==> config.mk <==
export PLATFORM = sky130hd
export DESIGN_NAME = inst_fetch
export DESIGN_NICKNAME = d
export VERILOG_FILES = /design/src/rtl/inst_fetch.sv
export SDC_FILE = /design/constraint.sdc
export NUM_CORES = 1
export LEC_CHECK = 0
export BUFFER_PORTS_ARGS = -buffer_cell sky130_fd_sc_hd__buf_2
export CAP_MARGIN = 30
export CORE_MARGIN = 1
export CORE_UTILIZATION = 55
export CTS_CLUSTER_SIZE = 28
export DETAILED_ROUTE_END_ITERATION = 12
export PLACE_DENSITY = 0.87
export SYNTH_ARGS = -nofsm -noshare
export SYNTH_HDL_FRONTEND = slang
export SYNTH_SLANG_ARGS = --single-unit
==> constraint.sdc <==
create_clock -name clk -period 6.9 [get_ports clk]
set_input_delay 0.345 -clock clk [delete_from_list [all_inputs] [get_ports clk]]
set_output_delay 0.345 -clock clk [all_outputs]
set_load 0.02 [all_outputs]
==> src/rtl/inst_fetch.sv <==
// Instruction fetch stage: PC generation, single-outstanding imem req/gnt/rvalid, 2-entry {pc,inst} FIFO.
// Define INST_FETCH_PERF_EN to add fetch/flush/bubble performance counters.
module inst_fetch #(
  parameter int                ADDR_W   = 32,
  parameter logic [ADDR_W-1:0] RESET_PC = '0,
  parameter logic [31:0]       NOP_INST = 32'h0000_0013
) (
  input  logic              clk,
  input  logic              rst,
  input  logic              stall_i,
  input  logic              redirect_i,
  input  logic [ADDR_W-1:0] redirect_pc_i,
  output logic              imem_req_o,
  output logic [ADDR_W-1:0] imem_addr_o,
  input  logic              imem_gnt_i,
  input  logic              imem_rvalid_i,
  input  logic [31:0]       imem_rdata_i,
  output logic [31:0]       inst_o,
  output logic [ADDR_W-1:0] pc_o,
`ifdef INST_FETCH_PERF_EN
  output logic [31:0]       fetch_cnt_o,
  output logic [31:0]       flush_cnt_o,
  output logic [31:0]       bubble_cnt_o,
`endif
  output logic              inst_valid_o
);

  typedef enum logic [1:0] {ISSUE = 2'd0, WAIT = 2'd1, DRAIN = 2'd2} state_t;

  state_t            state_q, state_d;
  logic              run_q;
  logic [ADDR_W-1:0] fetch_pc_q, req_pc_q, last_pc_q, redirect_pc;
  logic [ADDR_W-1:0] fifo_pc [2];
  logic [31:0]       fifo_inst [2];
  logic              rd_ptr_q, wr_ptr_q;
  logic [1:0]        count_q;
  logic              empty, fire, push, pop;

  assign redirect_pc = redirect_pc_i & ~ADDR_W'(3);
  assign empty       = (count_q == 2'd0);
  assign fire        = imem_req_o & imem_gnt_i;
  // A response is kept only in WAIT and only if no redirect coincides with it.
  assign push        = (state_q == WAIT) & imem_rvalid_i & ~redirect_i;
  assign pop         = ~empty & ~stall_i & ~redirect_i;

  always_ff @(posedge clk or posedge rst) begin
    if (rst) state_q <= ISSUE;
    else     state_q <= state_d;
  end

  always_comb begin
    state_d = state_q;
    case (state_q)
      ISSUE:   if (fire) state_d = redirect_i ? DRAIN : WAIT;
      WAIT:    if (imem_rvalid_i) state_d = ISSUE;
               else if (redirect_i) state_d = DRAIN;
      DRAIN:   if (imem_rvalid_i) state_d = ISSUE;
      default: state_d = ISSUE;
    endcase
  end

  // Nothing is outstanding in ISSUE, so FIFO occupancy alone gates the request.
  always_comb begin
    imem_req_o   = run_q && (state_q == ISSUE) && (count_q < 2'd2);
    imem_addr_o  = fetch_pc_q;
    inst_valid_o = ~empty;
    inst_o       = empty ? NOP_INST  : fifo_inst[rd_ptr_q];
    pc_o         = empty ? last_pc_q : fifo_pc[rd_ptr_q];
  end

  always_ff @(posedge clk or posedge rst) begin
    if (rst) begin
      run_q      <= 1'b0;
      fetch_pc_q <= RESET_PC;
      req_pc_q   <= '0;
      last_pc_q  <= '0;
      rd_ptr_q   <= 1'b0;
      wr_ptr_q   <= 1'b0;
      count_q    <= 2'd0;
    end else begin
      run_q <= 1'b1;
      if (redirect_i) fetch_pc_q <= redirect_pc;
      else if (fire)  fetch_pc_q <= fetch_pc_q + ADDR_W'(4);
      if (fire) req_pc_q  <= fetch_pc_q;
      if (pop)  last_pc_q <= fifo_pc[rd_ptr_q];
      if (redirect_i) begin
        rd_ptr_q <= 1'b0;
        wr_ptr_q <= 1'b0;
        count_q  <= 2'd0;
      end else begin
        if (push) wr_ptr_q <= ~wr_ptr_q;
        if (pop)  rd_ptr_q <= ~rd_ptr_q;
        count_q <= count_q + {1'b0, push} - {1'b0, pop};
      end
    end
  end

  // Storage is masked by count_q, so it carries no reset.
  always_ff @(posedge clk) begin
    if (push) begin
      fifo_pc[wr_ptr_q]   <= req_pc_q;
      fifo_inst[wr_ptr_q] <= imem_rdata_i;
    end
  end

`ifdef INST_FETCH_PERF_EN
  always_ff @(posedge clk or posedge rst) begin
    if (rst) begin
      fetch_cnt_o  <= 32'd0;
      flush_cnt_o  <= 32'd0;
      bubble_cnt_o <= 32'd0;
    end else begin
      if (push)                      fetch_cnt_o  <= fetch_cnt_o + 32'd1;
      if (redirect_i)                flush_cnt_o  <= flush_cnt_o + 32'd1;
      if (~inst_valid_o & ~stall_i)  bubble_cnt_o <= bubble_cnt_o + 32'd1;
    end
  end
`endif

endmodule
### Word-level counts from Yosys, hierarchy flattened

Memory sizes are Yosys's and may differ from the RTL's.
Cells that the tools add are included.

| cells by class | value |
|---|---|
| add/subtract/negate cells | 3 |
| $lt $le $gt $ge | 1 |
| equal/unequal tests | 5 |
| muxes and demuxes | 17 |
| bitwise gates (word level) | 10 |
| reduce and logical (&&, ||, !) cells | 8 |

Operators with widths:

| operator | count |
|---|---|
| $mux W32 | 4 |
| $add A32 B3 Y32 const B | 1 |
| $mux W2 | 6 |
| $mux W1 | 6 |
| $pmux W2 S3 | 1 |
| $reduce_bool A2 Y1 | 3 |
| $and A1 B1 Y1 | 5 |
| $not A1 Y1 | 5 |
| $logic_not A2 Y1 | 2 |
| $ne A2 B2 Y1 const B | 2 |
| $ne A3 B3 Y1 const B | 1 |
| $reduce_and A3 Y1 | 1 |
| $add A2 B1 Y2 | 1 |
| $eq A2 B1 Y1 const B | 1 |
| $eq A2 B2 Y1 const B | 1 |
| $logic_and A1 B1 Y1 | 2 |
| $lt A2 B2 Y1 const B | 1 |
| $sub A2 B1 Y2 | 1 |

| storage, ports and cells | value |
|---|---|
| register bits after elaboration | 103 |
| bits in writable memories | 128 |
| bits of input ports | 70 |
| logic and storage cells | 54 |
| memories kept | 2 |

Memory list:

| name | words | bits a word | rd ports | clocked after Yosys merged registers in | wr ports | line | text |
|---|---|---|---|---|---|---|---|
| fifo_inst | 2 | 32 | 1 | 0 | 1 | 34 | `logic [31:0] fifo_inst [2];` |
| fifo_pc | 2 | 32 | 1 | 0 | 1 | 33 | `logic [ADDR_W-1:0] fifo_pc [2];` |

### Logic depth before layout (Yosys ltp)

| depth | value |
|---|---|
| depth in word-level cells | 6 |
| depth in mapped cells | 8 |
| gate-level depth less buffers | 8 |

### Least setup slack after synthesis

No wires, ideal clock.

| timing path | value |
|---|---|
| path kind | reg2reg |
| start | register state_q[0] |
| end | memory fifo_inst[1][0], enable pin |
| setup time | 0.571 ns |
| data arrival time | 5.348 ns |
| path slack | 0.981 ns |
| cell stages (with the launch flop) | 4 |
| buffers on the path | 0 |
| period minus slack after synthesis | 5.919 ns |
| path through | dfrtp_1 nor2b_1 nand2_1 nor3b_1 |

| on the way | value |
|---|---|
| word-level cells in the longest chain between the ends | 5 |

Ends and longest elaborated chain:

| element | line | text |
|---|---|---|
| start, declared | 30 | `state_t state_q, state_d;` |
| start signal, assigned | 48 | `else state_q <= state_d;` |
| $eq A2 B1 Y1 | 43 | `assign push = (state_q == WAIT) & imem_rvalid_i & ~redirect_i;` |
| $and A1 B1 Y1 (2 in a row) | 43 |  |
| $mux W1 | 100 | `if (push) begin` |
| $mux W1 (not written as such) | 102 | `fifo_inst[wr_ptr_q] <= imem_rdata_i;` |
| end, declared | 34 |  |

No other way between the ends.

### Final worst setup path

| timing path | value |
|---|---|
| start | register count_q[1] |
| end | output pc_o[18] |

| on the way | value |
|---|---|
| word-level cells in the longest chain between the ends | 2 |

Ends and longest elaborated chain:

| element | line | text |
|---|---|---|
| start, declared | 36 | `logic [1:0] count_q;` |
| start signal, assigned | 93 | `count_q <= count_q + {1'b0, push} - {1'b0, pop};` |
| $logic_not A2 Y1 | 40 | `assign empty = (count_q == 2'd0);` |
| $mux W32 | 68 | `pc_o = empty ? last_pc_q : fifo_pc[rd_ptr_q];` |
| end, declared | 19 | `output logic [ADDR_W-1:0] pc_o,` |

No other way between the ends.

==> run metrics <==
Worst Tran Pin Value=1.05 ns; maximum fanout along the worst path=64; via count=6183; Hold Buf Count CTS=1; Clock Skew=0.0109 ns; Initial Util=56.9%; grt ovf=0; die width=131 um; Worst VDD drop=164 uV; Root Driver=clkbuf_16; Final Max Tran Viols=0; Finish-stage setup viols=0; final hold vios=0; unrepaired setup endpoints after global routing=false; clk sinks=221; GR peak layer=met2; die area=17100 um^2; final instance area=10900 um^2; CTS tree=done; global-route wire length before repair=28900 um; DP Area=10100 um^2; Multi-input gate area=2780 um^2; ANT cells=0; final wirelength=18600 um; cts repair resizes=0; met2 Track Usage GR=36.3%; DRC viols=0; non-filler instance count after layout=1088; syn_area_per_cell=13.0 um^2; Final TNS setup=0 ns; outcome=completed; synth warn=0; row count=46; Post-CTS Setup Bufs=0; reg2reg path depth=4; largest net degree at the start of global routing=68; hold path endpoint=fifo_inst[1][8]$_DFFE_PP_; sequential-to-total area share from yosys stat=67.5%; total core area=16000 um^2; GRT Resource Usage Total=22.0%; register area=6150 um^2; internal reg-to-reg setup slack=4.33 ns; Critical R2R Capture=imem_addr_o[25]$_DFFE_PP0P_; PD cells=338 nW/um^2; Hold WC Path Type=in2reg; IO Pins=168; Yosys cell types=41; Clock Latency Late Sink=0.49 ns; fmax=0.337 GHz; Leakage Power=0.00426 uW; routed length per instance=17.1 um; ratio of cells with drive above 1 in the final layout=28.1%; Async SR Flop Fraction=43.9%; grt met1 use=29.7%; max_slew headroom=30.2%; number of global-route vias before repair=5627; RR Startpoint=imem_addr_o[4]$_DFFE_PP0P_; fin nets=928; port bufs=161; Worst-path clk slew=0.06 ns; Worst Hold Launch=imem_rdata_i[8]; Clock Tree Buf Depth=3; Filler Cell Count=1132; CP Data Required Time=6.55 ns; Placer Congestion=0.804; Synth Instances=700; Critical Path Sink Type=output pin; Seq cells post-synth=221; CTS Buf Count=22; Area Growth Syn to Fin=19.4%; placed cells=1046; max_cap viols=0; Final ANT Viol Nets=0; crit start category=flip-flop; HPWL Detailed=11800 um; Worst EP arrival=2.62 ns; period utilization=43.0%; clock period minus worst slack=2.97 ns; TritonRoute pass-1 iters=5; Die Y=131 um; Mapped Area=9110 um^2; CTS H-tree lvls=1; DRT iter0 DRCs=346; Setup Crit Path Kind=reg2out; post-DR vias/cell=5.68; worst hold path depth=1; EDFF count, synth=124; Primary FF master, synth=edfxtp_1; M3 GR Usage=4.11%; antenna violations before repair=1
-- final cells by class --
| class | count | area share [%] |
|---|---|---|
| Tap cell | 216 | 2.48 |
| Clock buffer | 34 | 6.32 |
| Sequential cell | 221 | 56.6 |
| Multi-Input combinational cell | 433 | 25.5 |
| Timing Repair Buffer | 172 | 8.59 |
| Clock inverter | 6 | 0.264 |
| Inverter | 6 | 0.230 |
-- placed cells by master (no fill, tap or decap), types with 7 or more instances in the layout --
cell type and count:
nand4_1 10, and3_1 7, or4_1 17, nand2_1 29, buf_4 7, nor2_1 109
xor2_1 9, clkbuf_16 24, a31oi_1 16, nand3_1 13, dfrtp_1 96, buf_2 161
mux2_2 27, edfxtp_1 124, mux2i_1 63, o31ai_1 12, a21oi_1 63, o21ai_0 15
-- cell usage after synthesis (3+ instances only) --
cell type | n | area share, %
dfrtp_1 | 97 | 27
nand4_1 | 10 | 0.69
nor2_1 | 110 | 4.5
and4_1 | 4 | 0.38
a31oi_1 | 16 | 1.1
edfxtp_1 | 124 | 41
or3_1 | 3 | 0.21
buf_4 | 4 | 0.33
mux2i_1 | 63 | 6.9
and3_1 | 7 | 0.48
nand4_4 | 3 | 0.70
nand3_1 | 13 | 0.71
o211ai_1 | 5 | 0.41
o31ai_1 | 12 | 0.99
inv_1 | 5 | 0.21
buf_1 | 5 | 0.21
o21ai_0 | 15 | 0.82
xor2_1 | 9 | 0.87
nand2_1 | 29 | 1.2
nor2b_1 | 3 | 0.21
mux2_2 | 27 | 3.3
or4_1 | 17 | 1.4
a21oi_1 | 63 | 3.5
clkbuf_1 | 31 | 1.3
nor3_1 | 4 | 0.22
-- cells by family after synthesis --
family	after synthesis	synth area share [%]
DFF	221	67.5
xor gates and xnor gates	11	1.06
other	2	0.0824
adders and majority gates	2	0.275
and+or+nand+nor	211	11.5
muxes	90	10.3
AOI/OAI and AO/OA	114	7.03
buffers and inverters	49	2.29
-- registers in the layout (all words and copies together) (netlist names), 2 cells and up --
signal and cells:
count_q 2, fifo_inst 64, fifo_pc 60, imem_addr_o 30
last_pc_q 30, req_pc_q 30, state_q 2
-- power breakdown --
group	internal [uW]	switching [uW]
clock network	686	463
registers	1610	148
logic	292	482
total	2590	1090
-- critical path, cell delays in order, from the launching register on --
cell,delay (ns)
dfrtp_1,0.46
nor2_2,0.06
buf_4,0.25
inv_2,0.77
nor2_1,0.10
a21oi_1,0.23
buf_2,0.21
-- how the worst max path moves through the flow --
stage	from	end	slack [ns]	depth (start not counted)
floorplan	state_q[0]$_DFFE_PP0P_	fifo_inst[1][0]$_DFFE_PP_	0.98	3
global placement	count_q[1]$_DFF_PP0_	req_pc_q[29]$_DFFE_PP0P_	4.21	3
detailed placement	count_q[1]$_DFF_PP0_	imem_addr_o[2]$_DFFE_PP0P_	4.16	4
CTS	count_q[1]$_DFF_PP0_	pc_o[14]	3.91	6
global route	count_q[1]$_DFF_PP0_	pc_o[5]	3.77	6
finish	count_q[1]$_DFF_PP0_	pc_o[18]	3.93	6
-- per-layer routing --
metal	wire length (um)	vias up
li1	-	2877
met1	7790	2996
met2	9040	275
met3	1390	33
met4	391	2
met5	13	-
-- metrics by stage --
stage | hold WS, ns | worst slack [ns] | utilization [%] | total power (uW)
6_report | 0.0408 | 3.93 | 68.0 | 3680
5_1_grt | 0.0267 | 3.77 | 68.0 | 3840
4_1_cts | 0.0305 | 3.91 | 67.9 | 3700
3_5_place_dp | 0.377 | 4.16 | 63.4 | 2540
3_3_place_gp | 0.376 | 4.21 | 63.1 | 2490
2_1_floorplan | 0.434 | 0.981 | - | 2260
No activity file was read; power rests on OpenSTA's default activity.
